<file path="src/rtl/pcie_tx_cpl_if.sv">
// TRN transmit-side signal bundle between the completion engine (master) and
// the link-layer transmit port (slave).
interface pcie_tx_cpl_if;
  logic [63:0] trn_td_o;
  logic [7:0]  trn_trem_n_o;
  logic        trn_tsof_n_o;
  logic        trn_teof_n_o;
  logic        trn_tsrc_rdy_n_o;
  logic        trn_tsrc_dsc_n_o;
  logic        trn_tdst_rdy_n_i;

  modport master (
    output trn_td_o,
    output trn_trem_n_o,
    output trn_tsof_n_o,
    output trn_teof_n_o,
    output trn_tsrc_rdy_n_o,
    output trn_tsrc_dsc_n_o,
    input  trn_tdst_rdy_n_i
  );

  modport slave (
    input  trn_td_o,
    input  trn_trem_n_o,
    input  trn_tsof_n_o,
    input  trn_teof_n_o,
    input  trn_tsrc_rdy_n_o,
    input  trn_tsrc_dsc_n_o,
    output trn_tdst_rdy_n_i
  );
endinterface

</file>
<file path="src/rtl/pcie_tx_cpl.sv">
// Completion transmit engine: reads one DW from user memory for each target
// memory read and sends it back as a two-beat CplD TLP on the 64-bit TRN bus.
module pcie_tx_cpl #(
  parameter int RD_LATENCY = 2
) (
  input  logic                 clk,
  input  logic                 rst_n,
  input  logic                 req_compl_i,
  input  logic [2:0]           req_tc_i,
  input  logic [1:0]           req_attr_i,
  input  logic [15:0]          req_rid_i,
  input  logic [7:0]           req_tag_i,
  input  logic [3:0]           req_be_i,
  input  logic [12:0]          req_addr_i,
  input  logic [15:0]          completer_id_i,
  output logic [10:0]          rd_addr_o,
  output logic [3:0]           rd_be_o,
  input  logic [31:0]          rd_data_i,
  pcie_tx_cpl_if.master        trn,
  output logic                 compl_done_o,
  output logic [2:0]           dbg_state_o
);

  // Handshake: a beat transfers on the rising edge where trn_tsrc_rdy_n_o and
  // trn_tdst_rdy_n_i are both low; until then the engine holds td/sof/eof/rem
  // unchanged, and it never withdraws a presented beat.
  typedef enum logic [2:0] {
    S_IDLE    = 3'd0,
    S_RD_WAIT = 3'd1,
    S_HDR     = 3'd2,
    S_DATA    = 3'd3,
    S_DONE    = 3'd4
  } state_t;

  state_t      state_q, state_d;
  logic [2:0]  cnt_q, cnt_d;
  logic [2:0]  tc_q, tc_d;
  logic [1:0]  attr_q, attr_d;
  logic [15:0] rid_q, rid_d;
  logic [7:0]  tag_q, tag_d;
  logic [3:0]  be_q, be_d;
  logic [4:0]  lo_addr_q, lo_addr_d;
  logic [15:0] cid_q, cid_d;
  logic [10:0] rd_addr_q, rd_addr_d;
  logic [31:0] data_q, data_d;

  logic [31:0] dw0, dw1, dw2, data_swapped;

  function automatic logic [11:0] byte_count(input logic [3:0] be);
    casez (be)
      4'b1??1:                   byte_count = 12'd4;
      4'b01?1, 4'b1?10:          byte_count = 12'd3;
      4'b0011, 4'b0110, 4'b1100: byte_count = 12'd2;
      default:                   byte_count = 12'd1;
    endcase
  endfunction

  function automatic logic [1:0] low_byte(input logic [3:0] be);
    casez (be)
      4'b???1: low_byte = 2'd0;
      4'b??10: low_byte = 2'd1;
      4'b?100: low_byte = 2'd2;
      4'b1000: low_byte = 2'd3;
      default: low_byte = 2'd0;
    endcase
  endfunction

  always_ff @(posedge clk or negedge rst_n) begin
    if (!rst_n) begin
      state_q   <= S_IDLE;
      cnt_q     <= '0;
      tc_q      <= '0;
      attr_q    <= '0;
      rid_q     <= '0;
      tag_q     <= '0;
      be_q      <= '0;
      lo_addr_q <= '0;
      cid_q     <= '0;
      rd_addr_q <= '0;
      data_q    <= '0;
    end else begin
      state_q   <= state_d;
      cnt_q     <= cnt_d;
      tc_q      <= tc_d;
      attr_q    <= attr_d;
      rid_q     <= rid_d;
      tag_q     <= tag_d;
      be_q      <= be_d;
      lo_addr_q <= lo_addr_d;
      cid_q     <= cid_d;
      rd_addr_q <= rd_addr_d;
      data_q    <= data_d;
    end
  end

  always_comb begin
    state_d   = state_q;
    cnt_d     = cnt_q;
    tc_d      = tc_q;
    attr_d    = attr_q;
    rid_d     = rid_q;
    tag_d     = tag_q;
    be_d      = be_q;
    lo_addr_d = lo_addr_q;
    cid_d     = cid_q;
    rd_addr_d = rd_addr_q;
    data_d    = data_q;
    case (state_q)
      S_IDLE: begin
        if (req_compl_i) begin
          tc_d      = req_tc_i;
          attr_d    = req_attr_i;
          rid_d     = req_rid_i;
          tag_d     = req_tag_i;
          be_d      = req_be_i;
          lo_addr_d = req_addr_i[6:2];
          cid_d     = completer_id_i;
          rd_addr_d = req_addr_i[12:2];
          cnt_d     = 3'(RD_LATENCY);
          state_d   = S_RD_WAIT;
        end
      end
      S_RD_WAIT: begin
        // Memory data becomes valid RD_LATENCY clocks after the address; it is
        // sampled on the edge where the counter has run out.
        if (cnt_q == 3'd0) begin
          data_d  = rd_data_i;
          state_d = S_HDR;
        end else begin
          cnt_d = cnt_q - 3'd1;
        end
      end
      S_HDR: begin
        if (!trn.trn_tdst_rdy_n_i) state_d = S_DATA;
      end
      S_DATA: begin
        if (!trn.trn_tdst_rdy_n_i) state_d = S_DONE;
      end
      S_DONE: state_d = S_IDLE;
      default: state_d = S_IDLE;
    endcase
  end

  assign dw0 = {1'b0, 2'b10, 5'b01010, 1'b0, tc_q, 4'b0000, 1'b0, 1'b0,
                attr_q, 2'b00, 10'd1};
  assign dw1 = {cid_q, 3'b000, 1'b0, byte_count(be_q)};
  assign dw2 = {rid_q, tag_q, 1'b0, lo_addr_q, low_byte(be_q)};
  assign data_swapped = {data_q[7:0], data_q[15:8], data_q[23:16], data_q[31:24]};

  // Outputs decode straight from the state flops so an async reset returns
  // them to idle values without waiting for a clock.
  always_comb begin
    trn.trn_td_o         = '0;
    trn.trn_trem_n_o     = 8'h00;
    trn.trn_tsof_n_o     = 1'b1;
    trn.trn_teof_n_o     = 1'b1;
    trn.trn_tsrc_rdy_n_o = 1'b1;
    trn.trn_tsrc_dsc_n_o = 1'b1;
    compl_done_o         = 1'b0;
    case (state_q)
      S_HDR: begin
        trn.trn_td_o         = {dw0, dw1};
        trn.trn_tsof_n_o     = 1'b0;
        trn.trn_tsrc_rdy_n_o = 1'b0;
      end
      S_DATA: begin
        trn.trn_td_o         = {dw2, data_swapped};
        trn.trn_teof_n_o     = 1'b0;
        trn.trn_tsrc_rdy_n_o = 1'b0;
      end
      S_DONE:  compl_done_o = 1'b1;
      default: ;
    endcase
  end

  assign rd_addr_o   = rd_addr_q;
  assign rd_be_o     = be_q;
  assign dbg_state_o = state_q;

endmodule

</file>
<file path="src/flat_wrapper.sv">
// flat-port wrapper written by rule: the top's interface ports become plain ports
module pcie_tx_cpl_flat 
#(
  parameter int RD_LATENCY = 2
)
  (clk, rst_n, req_compl_i, req_tc_i, req_attr_i, req_rid_i, req_tag_i, req_be_i, req_addr_i, completer_id_i, rd_addr_o, rd_be_o, rd_data_i, compl_done_o, dbg_state_o, trn_trn_td_o, trn_trn_trem_n_o, trn_trn_tsof_n_o, trn_trn_teof_n_o, trn_trn_tsrc_rdy_n_o, trn_trn_tsrc_dsc_n_o, trn_trn_tdst_rdy_n_i);
  pcie_tx_cpl_if trn_i ();
  input  logic clk;
  input  logic rst_n;
  input  logic req_compl_i;
  input  logic [2:0] req_tc_i;
  input  logic [1:0] req_attr_i;
  input  logic [15:0] req_rid_i;
  input  logic [7:0] req_tag_i;
  input  logic [3:0] req_be_i;
  input  logic [12:0] req_addr_i;
  input  logic [15:0] completer_id_i;
  output logic [10:0] rd_addr_o;
  output logic [3:0] rd_be_o;
  input  logic [31:0] rd_data_i;
  output logic compl_done_o;
  output logic [2:0] dbg_state_o;
  output wire logic [$bits(trn_i.trn_td_o)-1:0] trn_trn_td_o;
  output wire logic [$bits(trn_i.trn_trem_n_o)-1:0] trn_trn_trem_n_o;
  output wire logic [$bits(trn_i.trn_tsof_n_o)-1:0] trn_trn_tsof_n_o;
  output wire logic [$bits(trn_i.trn_teof_n_o)-1:0] trn_trn_teof_n_o;
  output wire logic [$bits(trn_i.trn_tsrc_rdy_n_o)-1:0] trn_trn_tsrc_rdy_n_o;
  output wire logic [$bits(trn_i.trn_tsrc_dsc_n_o)-1:0] trn_trn_tsrc_dsc_n_o;
  input wire logic [$bits(trn_i.trn_tdst_rdy_n_i)-1:0] trn_trn_tdst_rdy_n_i;
  assign trn_trn_td_o = trn_i.trn_td_o;
  assign trn_trn_trem_n_o = trn_i.trn_trem_n_o;
  assign trn_trn_tsof_n_o = trn_i.trn_tsof_n_o;
  assign trn_trn_teof_n_o = trn_i.trn_teof_n_o;
  assign trn_trn_tsrc_rdy_n_o = trn_i.trn_tsrc_rdy_n_o;
  assign trn_trn_tsrc_dsc_n_o = trn_i.trn_tsrc_dsc_n_o;
  assign trn_i.trn_tdst_rdy_n_i = trn_trn_tdst_rdy_n_i;
  pcie_tx_cpl #(.RD_LATENCY(RD_LATENCY)) u_core (.clk(clk), .rst_n(rst_n), .req_compl_i(req_compl_i), .req_tc_i(req_tc_i), .req_attr_i(req_attr_i), .req_rid_i(req_rid_i), .req_tag_i(req_tag_i), .req_be_i(req_be_i), .req_addr_i(req_addr_i), .completer_id_i(completer_id_i), .rd_addr_o(rd_addr_o), .rd_be_o(rd_be_o), .rd_data_i(rd_data_i), .trn(trn_i), .compl_done_o(compl_done_o), .dbg_state_o(dbg_state_o));
endmodule
</file>
<file path="config.mk">
export PLATFORM = sky130hd
export DESIGN_NAME = pcie_tx_cpl_flat
export DESIGN_NICKNAME = d
export VERILOG_FILES = /design/src/rtl/pcie_tx_cpl_if.sv /design/src/rtl/pcie_tx_cpl.sv /design/src/flat_wrapper.sv
export SDC_FILE = /design/constraint.sdc
export NUM_CORES = 1
export LEC_CHECK = 0
export CAP_MARGIN = 10
export CORE_MARGIN = 2
export CORE_UTILIZATION = 30
export DETAILED_ROUTE_END_ITERATION = 16
export PLACE_DENSITY = 0.66
export SYNTH_ARGS = -nofsm -noshare
export SYNTH_HDL_FRONTEND = slang
export SYNTH_SLANG_ARGS = --single-unit
</file>
<file path="constraint.sdc">
create_clock -name clk -period 2.5 [get_ports clk]
set_input_delay 0.25 -clock clk [delete_from_list [all_inputs] [get_ports clk]]
set_output_delay 0.25 -clock clk [all_outputs]
set_load 0.02 [all_outputs]
</file>
==> impl_metrics.json <==
{
  "outcome": "completed",
  "crit_chain": "nand2b_1 -> buf_12 -> nor2_1 -> clkdlybuf4s50_1",
  "synth_most_common_cell": "sky130_fd_sc_hd__dfrtp_1",
  "finalCritPeriodShare_pct": 93.4,
  "max-vdd-ir-drop_v": 0.000493,
  "worst_path_largest_cell_delay_ns": 0.62,
  "finalCoreUtilization_pct": 45.2,
  "synth_cell_type_count": 36,
  "synth.yosys.warnings": 0,
  "timing.critical_path.max_delay_family": "buffers and inverters",
  "totalWireLength_mm": 11.3,
  "ctsHtreeMaxLevel": 3,
  "avgSynthCellArea_um2": 12.7,
  "insertedDiodeCount": 0,
  "crit_end_element": "primary output",
  "worstHoldPathType": "flip-flop to flip-flop",
  "cell_area_after_technology_mapping_mm2": 0.00463,
  "synth.top_cell.area_share_pct": 52.9,
  "initial_utilization_pct": 30.6,
  "worst_setup_path_start_kind": "flip-flop",
  "multi_input_area_mm2": 0.00190,
  "intPower_mw": 5.17,
  "combPwrFrac_pct": 48.8,
  "fin_nets": 638,
  "final_layout_size_suffix_gt1_share_pct": 12.8,
  "met2_usage_pct": 23.8,
  "clkLatencyLatePin_ns": 0.34,
  "boundaryPins": 193,
  "tritoncts": "done",
  "setup_viol": 0,
  "post-route-min-period_ns": 2.33,
  "hold_violations": 0,
  "ys.flop_type": "sky130_fd_sc_hd__dfrtp_1",
  "floorplan.rows": 45,
  "grt_max_degree": 52,
  "power.share.sequential_pct": 35.5,
  "first_pass_iters": 4,
  "timing.max_slew.rel_slack_pct": 54.4,
  "power.share.clock_pct": 15.7,
  "tightestPinTransition_ns": 0.683,
  "synth-seq-area-share_pct": 52.9,
  "timing_max_transition_violations_final": 0,
  "globalRouteTotalUtil_pct": 14.3,
  "grt_pass1_vias": 3591,
  "cts.root.buffer_cell": "sky130_fd_sc_hd__clkbuf_16",
  "cts_buffers": 9,
  "overflow": 0,
  "area_inside_the_core_boundary_mm2": 0.0151,
  "cellPowerDensity_mw_per_mm2": 1170,
  "wl_per_cell_um": 15.5,
  "critical_path_required_ns": 2.25,
  "cts.clk_slew.worst_paths_ns": 0.06,
  "switching_share_pct": 35.4,
  "synth_commonest_cells": "sky130_fd_sc_hd__dfrtp_1 (98), sky130_fd_sc_hd__mux2_1 (47), sky130_fd_sc_hd__mux2_2 (41)",
  "drt-vias-per-instance": 4.55,
  "die_area_mm2": 0.0164,
  "synth.ff_latch_count": 98,
  "drc": 0,
  "fp.dieW_um": 128,
  "timing.critical_path.slowest_stage_cell": "sky130_fd_sc_hd__clkdlybuf4s50_1",
  "setup.reg_to_reg.worst_slack_ns": 0.52,
  "gpl.final_weighted_congestion": 0.722,
  "syn_to_layout_area_delta_pct": 47.7,
  "synth_area_leaders": "sky130_fd_sc_hd__dfrtp_1 (53%), sky130_fd_sc_hd__mux2_1 (11%), sky130_fd_sc_hd__mux2_2 (10%), sky130_fd_sc_hd__and2_1 (4.6%), sky130_fd_sc_hd__mux2i_1 (4.5%)",
  "grt_first_pass_wirelength_mm": 18.4,
  "achievable-frequency_mhz": 428,
  "routed-via-count": 3319,
  "synthCells": 366,
  "die_h_um": 128,
  "port_buffers": 180,
  "synth_enable_flop_cells": 0,
  "unrepaired_setup_endpoints_after_global_routing": "no",
  "cts.path.max_buffers": 2,
  "global_route_met3_utilization_pct": 4.97,
  "synth_top_area_cell": "sky130_fd_sc_hd__dfrtp_1",
  "setup-tns-final_ns": 0,
  "power.static_leakage_nw": 2.84,
  "timing.rr.end": "u_core.data_q[2]",
  "r2r_cells": 6,
  "final-seq-area_mm2": 0.00245,
  "worstSetupEndpoint": "trn_trn_td_o[19]",
  "grt-busiest-layer": "met2",
  "grt_antenna_before_repair": 0,
  "setup.worst_path.start": "u_core.dbg_state_o[2]",
  "finClkSkew_ns": 0.00358,
  "worst-path-buf-inv": 2,
  "crit_cells": 4,
  "r2r-start": "u_core.cnt_q[0]",
  "met1_usage_pct": 17.3,
  "crit_path_max_fanout": 25,
  "criticalPathCategory": "flip-flop to primary output",
  "drt_iter0_drc": 79,
  "final_antenna_net_count": 0,
  "critical_path_arrival_ns": 2.08,
  "detailedPlacementHpwl_mm": 8.03,
  "maxCapViolCount": 0,
  "postSynth.asyncResetShare_pct": 100,
  "n_fill_cell": 1391,
  "sink_count": 98,
  "power.net_switching_mw": 2.83
}
## how the worst min path moves through the flow
stage,slack [ns],depth (start not counted),start,endpoint
after floorplan,-0.05,0,rst_n,u_core.attr_q[0]
after global placement,0.32,1,rst_n,u_core.rd_addr_o[6]
after detailed placement,0.34,1,rst_n,u_core.rd_addr_o[5]
after CTS,0.47,3,req_rid_i[14],u_core.rid_q[14]
after global routing,0.50,3,req_rid_i[14],u_core.rid_q[14]
final,0.48,1,u_core.tag_q[2],u_core.tag_q[2]
## cells by family after synthesis
logic type | synth area share (%)
multiplexers | 25.9
flip-flops | 52.9
AND/OR/NAND/NOR | 10.0
buffers and inverters | 7.05
AO/OA/AOI/OAI | 3.16
adder cells (fa/ha/maj) | 0.540
other | 0.162
XOR/XNOR | 0.189
## power groups by stage
stage	logic (mW)	clock network, mW	registers [mW]
after global placement	3.83	0	2.85
final	3.91	1.26	2.84
after CTS	3.98	1.30	2.85
after global routing	4.23	1.35	2.96
after floorplan	2.46	0	2.84
after detailed placement	3.91	0	2.90
## registers in the layout, indices dropped and copies added (netlist names)
signal,cells
u_core.rid_q,16
u_core.cnt_q,3
u_core.data_q,32
u_core.attr_q,2
u_core.rd_addr_o,11
u_core.rd_be_o,4
u_core.tc_q,3
u_core.tag_q,8
u_core.dbg_state_o,3
u_core.cid_q,16
## worst reg2reg max path, cell delays in order, from the launching register on
cell	delay, ns
sky130_fd_sc_hd__dfrtp_1	0.39
sky130_fd_sc_hd__inv_1	0.06
sky130_fd_sc_hd__ha_1	0.14
sky130_fd_sc_hd__ha_1	0.21
sky130_fd_sc_hd__nor4bb_4	0.33
sky130_fd_sc_hd__buf_4	0.34
sky130_fd_sc_hd__mux2_2	0.38
## metal layers
metal | up-vias | wire length [um]
met2 | 112 | 5520
met3 | 11 | 775
met5 | - | 0
met4 | 0 | 167
li1 | 1557 | -
met1 | 1639 | 4830
## cell usage in the layout (no fill, tap or decap), types with 2 or more instances in the layout
cell type                         synthesis  final
sky130_fd_sc_hd__inv_2                    2      2
sky130_fd_sc_hd__a211oi_1                 2      2
sky130_fd_sc_hd__clkbuf_1                 9      4
sky130_fd_sc_hd__nand2b_1                 2      2
sky130_fd_sc_hd__clkbuf_16                0      9
sky130_fd_sc_hd__a21oi_1                 11     11
sky130_fd_sc_hd__nand3b_1                 3      3
sky130_fd_sc_hd__nor2_1                  23     23
sky130_fd_sc_hd__dfrtp_1                 98     97
sky130_fd_sc_hd__inv_1                    7      7
sky130_fd_sc_hd__conb_1                   2     10
sky130_fd_sc_hd__nand2_1                  8      8
sky130_fd_sc_hd__nor2b_1                  2      2
sky130_fd_sc_hd__o21ai_0                  7      7
sky130_fd_sc_hd__and2_1                  34     34
sky130_fd_sc_hd__o21ai_1                  2      2
sky130_fd_sc_hd__mux2_2                  41     41
sky130_fd_sc_hd__clkdlybuf4s50_1          0    179
sky130_fd_sc_hd__buf_12                   0      6
sky130_fd_sc_hd__mux2i_1                 21     21
sky130_fd_sc_hd__ha_1                     2      2
sky130_fd_sc_hd__buf_4                   19      6
sky130_fd_sc_hd__mux2_1                  47     47
## final cells by class
class | instances | area share [%]
Timing Repair Buffer | 192 | 28.7
Clock buffer | 14 | 3.71
Tap cell | 188 | 3.44
Inverter | 9 | 0.494
Multi-Input combinational cell | 228 | 27.7
Sequential cell | 98 | 35.9
## stage by stage
stage	hold WS, ns	worst slack (ns)	instance area [um^2]	power (mW)	cells
2_1_floorplan	-0.0456	0.410	4660	5.30	374
3_3_place_gp	0.320	0.338	6570	6.68	713
3_5_place_dp	0.344	0.314	6570	6.82	713
4_1_cts	0.473	0.136	6840	8.12	729
5_1_grt	0.495	0.0190	6840	8.54	729
6_report	0.476	0.166	6840	8.00	729
## timing repair
item | CTS | global route
setup endpoints to repair | 35 | 0
hold endpoints to repair | 50 | 0
setup buffers | 1 | 0
gates resized for setup | 0 | 0
hold buffers | 1 | 0
Power figures use the tool's default switching activity.
